File: config.mk
export PLATFORM = sky130hd
export DESIGN_NAME = clk_div_ctrl
export DESIGN_NICKNAME = d
export VERILOG_FILES = /design/src/rtl/clk_div_ctrl.sv
export SDC_FILE = /design/constraint.sdc
export NUM_CORES = 1
export LEC_CHECK = 0
export BUFFER_PORTS_ARGS = -buffer_cell sky130_fd_sc_hd__buf_4
export CAP_MARGIN = 20
export CORE_MARGIN = 2
export CORE_UTILIZATION = 25
export DETAILED_ROUTE_END_ITERATION = 10
export PLACE_DENSITY = 0.42
export SYNTH_ARGS = -nofsm -noshare
export SYNTH_HDL_FRONTEND = slang
export SYNTH_SLANG_ARGS = --single-unit
File: constraint.sdc
create_clock -name clk -period 4.35 [get_ports clk]
set_input_delay 0.6525 -clock clk [delete_from_list [all_inputs] [get_ports clk]]
set_output_delay 0.6525 -clock clk [all_outputs]
set_load 0.05 [all_outputs]
File: src/rtl/clk_div_ctrl.sv
// Runtime-programmable clock divider; new divisor/enable settings take effect only at a div_clk falling edge.
// Optional define CLK_DIV_CTRL_TICK_CNT_EN adds a free-running 16-bit tick counter output (tick_cnt).
//
// state    | meaning
// ---------+-----------------------------------------------------------------
// ST_IDLE  | divider stopped, div_clk low, commands update div_q directly
// ST_RUN   | divider running on div_q, ready for a new command
// ST_DRAIN | divider running on old div_q, pending command waits for fall
module clk_div_ctrl #(
  parameter int          CNT_W   = 32,
  parameter int unsigned DEF_DIV = 1
) (
  input  logic             clk,
  input  logic             rst,
  input  logic             cfg_valid,
  output logic             cfg_ready,
  input  logic [CNT_W-1:0] cfg_div,
  input  logic             cfg_en,
  output logic             div_clk,
  output logic             tick,
  output logic             busy,
  output logic             err
`ifdef CLK_DIV_CTRL_TICK_CNT_EN
  ,
  output logic [15:0]      tick_cnt
`endif
);

  typedef enum logic [1:0] {
    ST_IDLE  = 2'd0,
    ST_RUN   = 2'd1,
    ST_DRAIN = 2'd2
  } state_t;

  state_t           state;
  state_t           next_state;
  logic [CNT_W-1:0] counter;
  logic [CNT_W-1:0] div_q;
  logic [CNT_W-1:0] pend_div;
  logic             pend_en;
  logic             accept;
  logic             legal;
  logic             tc;

  assign accept = cfg_valid && cfg_ready;
  assign legal  = (cfg_div != '0);
  // div_q is never 0, so div_q-1 cannot wrap and counter stays below div_q.
  assign tc     = (state != ST_IDLE) && (counter == div_q - CNT_W'(1));

  always_ff @(posedge clk) begin
    if (rst) begin
      state <= ST_IDLE;
    end else begin
      state <= next_state;
    end
  end

  always_comb begin
    next_state = state;
    case (state)
      ST_IDLE: begin
        if (accept && legal && cfg_en) begin
          next_state = ST_RUN;
        end
      end
      ST_RUN: begin
        if (accept && legal) begin
          next_state = ST_DRAIN;
        end
      end
      ST_DRAIN: begin
        if (tc && div_clk) begin
          next_state = pend_en ? ST_RUN : ST_IDLE;
        end
      end
      default: next_state = ST_IDLE;
    endcase
  end

  always_comb begin
    busy      = (state != ST_IDLE);
    cfg_ready = (state != ST_DRAIN);
  end

  always_ff @(posedge clk) begin
    if (rst) begin
      counter  <= '0;
      div_q    <= CNT_W'(DEF_DIV);
      pend_div <= '0;
      pend_en  <= 1'b0;
      div_clk  <= 1'b0;
      tick     <= 1'b0;
      err      <= 1'b0;
    end else begin
      err  <= accept && !legal;
      tick <= 1'b0;
      case (state)
        ST_IDLE: begin
          counter <= '0;
          div_clk <= 1'b0;
          if (accept && legal) begin
            div_q <= cfg_div;
          end
        end
        ST_RUN: begin
          if (tc) begin
            div_clk <= ~div_clk;
            tick    <= 1'b1;
            counter <= '0;
          end else begin
            counter <= counter + CNT_W'(1);
          end
          if (accept && legal) begin
            pend_div <= cfg_div;
            pend_en  <= cfg_en;
          end
        end
        ST_DRAIN: begin
          if (tc) begin
            div_clk <= ~div_clk;
            tick    <= 1'b1;
            counter <= '0;
            // Only a falling toggle closes the period; that is when the new divisor is safe.
            if (div_clk && pend_en) begin
              div_q <= pend_div;
            end
          end else begin
            counter <= counter + CNT_W'(1);
          end
        end
        default: begin
          counter <= '0;
          div_clk <= 1'b0;
        end
      endcase
    end
  end

`ifdef CLK_DIV_CTRL_TICK_CNT_EN
  always_ff @(posedge clk) begin
    if (rst) begin
      tick_cnt <= 16'h0000;
    end else if (tc) begin
      tick_cnt <= tick_cnt + 16'h0001;
    end
  end
`endif

endmodule

==> summary by stage <==
Worst setup path
Walking the worst path, the cells encountered are or4_1 > or3_1 > nor4_1 > xnor2_1 > a2bb2o_2 > or4b_4 > o21ai_2 > buf_4 > nor2_1. STA puts the critical path data arrival time at slightly below 4 ns. The data required time at the worst endpoint is approximately 4.6 ns.

In this run the worst path has a maximum fanout of 31. The slowest cell on the critical path is sky130_fd_sc_hd__or4_1. Together, buffers and inverters on the worst path number 1.

The critical path is of the register to register type. The worst setup path is captured at a register. On the worst path, the slowest cell contributes a delay of around 0.62 ns.

On the critical path the largest part of the delay comes from simple AND/OR/NAND/NOR gates. The worst setup path is launched from a register.

Global routing
Entering global routing, the biggest net connects 97 pins. The global-route usage over all layers is 13.8%. The overflow left after global routing is 0. The initial antenna violation count is 0. The number of global-route vias before repair came to 5,608. The first global-routing pass estimated 31,700 um of wire.

Yosys
The synthesized netlist occupies a cell area of around 6800 um^2. Synthesis instantiated 67 different standard cells from the library. The share of Yosys cell area claimed by the top area cell type is 30.1%. The most used flip-flop cell after synthesis is sky130_fd_sc_hd__dfxtp_1.

For this run, asynchronously set or reset flops after synthesis account for 0%. The number of register bits inferred by synthesis is 102. After technology mapping, the gate count stands at roughly 800. The net count after synthesis is 864. The most repeated cell in the gate-level netlist after synthesis is sky130_fd_sc_hd__dfxtp_1. The count of warnings emitted by yosys is 0. The number of synthesized flops with an enable pin is 0. By area the synthesized netlist is led by sky130_fd_sc_hd__dfxtp_1 (30%), sky130_fd_sc_hd__mux2i_1 (10%), sky130_fd_sc_hd__nand3_1 (6.2%). Sequential cells were found to cover 30.1% of the synthesized design area.

By count the netlist is led by sky130_fd_sc_hd__dfxtp_1 (102), sky130_fd_sc_hd__nand3_1 (84), sky130_fd_sc_hd__nor2_1 (83). A synthesized cell averages 8.27 um^2. The largest area contributor in the synthesized netlist is sky130_fd_sc_hd__dfxtp_1.

Floorplan
The floorplan step defined a core boundary enclosing 26,800 um^2. The total I/O pin count is 41. In this run the horizontal extent of the chip is approximately 170 um. Once the floorplan was initialized, standard cells occupied approximately 25% of the core. Row generation in the floorplan step produced 60 rows. The floorplan step defined a die boundary enclosing 28,500 um^2.

The floorplan step set the die height to 169 um.

Worst hold path
The min-delay analysis places its worst path in the category register to register.

Timing
The pin slew with the least headroom to its limit is 0.812 ns. The relative slew slack is 45.9%. Setup repair after global routing left no endpoint under its margin. The setup clock skew after layout is between 0.015 and 0.02 ns. The setup slack after layout is about 0.64 ns. Setup violations remaining at the end of the flow were counted as 0.

The total negative setup slack is 0 ns. The final number of max-transition violations is 0. The count of endpoints failing hold in the final timing report is 0.

Derived from the worst setup path, the maximum achievable clock frequency is 0.270 GHz. The share of the clock period used by the worst path after layout is 85.3%. The time the final worst path needs with I/O delays and setup is 3.71 ns.

Placement
Counting tap cells, the placed design contains a total of 1,141 instances. At the end of routability-driven placement, the weighted congestion stood at 0.827. The count of input and output buffers is 40. The pre-CTS worst setup slack is 0.656 ns.

The placed instances occupy a cell area of 7380 um^2. The final HPWL from detailed placement is 13,200 um.

CTS
The number of clock buffers added by TritonCTS is 9. The number of gates resized after CTS was 0. The clock-pin transition on the worst setup and hold timing paths is about 0.08 ns. The TritonCTS clock tree is done. The H-tree was split into 3 levels. The longest clock path from root to sink contains 2 buffers. Clock latency on the worst-skew pair, taken at its later pin, is 0.37 ns.

Once the clock tree was built, the setup fixing pass inserted 0 buffers. For this design, the CTS-stage hold fixing added 0 buffers. The clock drives 102 sinks. The clock root buffer is sky130_fd_sc_hd__clkbuf_16.

Pwr
Summed over all cells, the static leakage comes to roughly 2.8 nW. The total power is ~0.0027 W. Power spread over the standard cell area amounts to 349 nW/um^2. The peak supply drop is about 180 uV.

Final layout
The post-route cell area is 7680 um^2. The signed area change from the synthesized netlist to the final layout is 13.0%. The area occupied by multi-input gates is 4400 um^2. Of the cells placed in the final design, the portion with a size suffix greater than 1 is between 10% and 20%.

The number of fill cells in the layout is between 2,000 and 3,000. For this run, the post-layout net count is 854. Leaving out filler cells and counting taps, the final layout contains around 1,200. In the final layout, flip-flops and latches occupy just over 2000 um^2. The number of antenna diodes in the final layout is 0.

Status
The flow ran to the end, and the final reports show no timing, DRC or antenna violations.

Drt
The detailed router finished its first iteration with 398 violations. The count of nets left with antenna violations once routing finished came out at 0. For this run, the detailed router's first-pass iteration total came to 5. The detailed router placed 5,957 vias in this run.

The final routed wire length divided by cell count is 16.4 um. The remaining routing DRC violations is 0. The post-detailed-routing wire length is about 19,000 um.

Using the TritonRoute via totals, the vias-per-cell ratio works out to 5.15.

Job
Across the run, the number of max-cap violations was 0.
[layout by cell type (no fill, tap or decap), types with 5 or more instances in the layout]
| cell type | netlist | routed |
|---|---|---|
| sky130_fd_sc_hd__xnor2_1 | 38 | 38 |
| sky130_fd_sc_hd__ha_1 | 6 | 5 |
| sky130_fd_sc_hd__buf_12 | 0 | 6 |
| sky130_fd_sc_hd__or2_2 | 5 | 5 |
| sky130_fd_sc_hd__nor2b_1 | 7 | 7 |
| sky130_fd_sc_hd__o21ai_0 | 7 | 7 |
| sky130_fd_sc_hd__nand3_1 | 84 | 84 |
| sky130_fd_sc_hd__nor3_1 | 42 | 42 |
| sky130_fd_sc_hd__and3_1 | 6 | 6 |
| sky130_fd_sc_hd__o211ai_2 | 30 | 30 |
| sky130_fd_sc_hd__nand4_1 | 12 | 12 |
| sky130_fd_sc_hd__nand2_1 | 29 | 28 |
| sky130_fd_sc_hd__xor2_1 | 32 | 32 |
| sky130_fd_sc_hd__nor4_1 | 51 | 51 |
| sky130_fd_sc_hd__or4_1 | 9 | 9 |
| sky130_fd_sc_hd__dfxtp_1 | 102 | 102 |
| sky130_fd_sc_hd__mux2i_1 | 68 | 67 |
| sky130_fd_sc_hd__nor2_1 | 83 | 83 |
| sky130_fd_sc_hd__o211ai_1 | 5 | 5 |
| sky130_fd_sc_hd__or3_1 | 8 | 8 |
| sky130_fd_sc_hd__inv_1 | 11 | 11 |
| sky130_fd_sc_hd__o41ai_1 | 5 | 5 |
| sky130_fd_sc_hd__nor4b_1 | 5 | 5 |
| sky130_fd_sc_hd__a31oi_1 | 33 | 33 |
| sky130_fd_sc_hd__and4_1 | 6 | 6 |
| sky130_fd_sc_hd__clkbuf_16 | 0 | 9 |
| sky130_fd_sc_hd__buf_4 | 1 | 49 |
[where the power goes]
part	switching [W]	internal, W	leakage [nW]
registers	0.000104	0.000994	0.829
clock network	0.000413	0.000397	0.136
logic	0.000451	0.000323	1.79
total	0.000968	0.00171	2.76
[state kept, by name (all words and copies together), names as in the netlist]
signal,count
err,1
pend_div,32
div_q,32
pend_en,1
state,2
tick,1
div_clk,1
counter,32
[metrics by stage]
stage / hold slack (ns) / utilization, %
after floorplan: 0.449 / -
after global placement: 0.474 / 27.5
after detailed placement: 0.482 / 27.5
after CTS: 0.502 / 28.6
after global routing: 0.528 / 28.7
final: 0.500 / 28.7
[final cells by class]
cell class,count,area share [%]
multi-input combinational,632,57.2
sequential,102,26.6
timing repair buffer,55,6.35
tap,341,5.56
clock buffer,9,2.93
clock inverter,6,0.733
inverter,12,0.587
[metal layers]
layer / track usage, % / up-vias / share of wire [%]
met3: 1.78 / 19 / 2.9
li1: - / 3032 / -
met2: 20.1 / 97 / 43
met5: 0 / - / 0
met1: 20.9 / 2809 / 53
met4: 4.57 / 0 / 1.8
[logic make-up (layout without fill, tap and decap cells)]
group	count (synthesis)	in the layout	share of synthesized area, %
simple gates	378	378	30.2
mux	69	69	10.2
compound gates	109	109	13.6
fa+ha+maj	6	6	1.10
xor+xnor	70	70	9.02
flops	102	102	30.1
buf+inv	88	82	5.80
[path summary, 6_finish.rpt]
path / from / to / slack (ns) / depth (start not counted)
min reg2reg: pend_div[6]$_SDFFE_PP0P_ / pend_div[6]$_SDFFE_PP0P_ / 0.50 / 2
max: div_q[16]$_SDFFE_PP0P_ / counter[17]$_SDFF_PP0_ / 0.64 / 9
max reg2reg: div_q[16]$_SDFFE_PP0P_ / counter[17]$_SDFF_PP0_ / 0.64 / 9
min: pend_div[6]$_SDFFE_PP0P_ / pend_div[6]$_SDFFE_PP0P_ / 0.50 / 2
[worst min-delay path: cells and delay by family (launching register included)]
| kind | cells | cell delay [ns] |
|---|---|---|
| flops | 1 | 0.33 |
| simple gates | 1 | 0.07 |
| mux | 1 | 0.07 |
No activity file was read; power rests on OpenSTA's default activity.
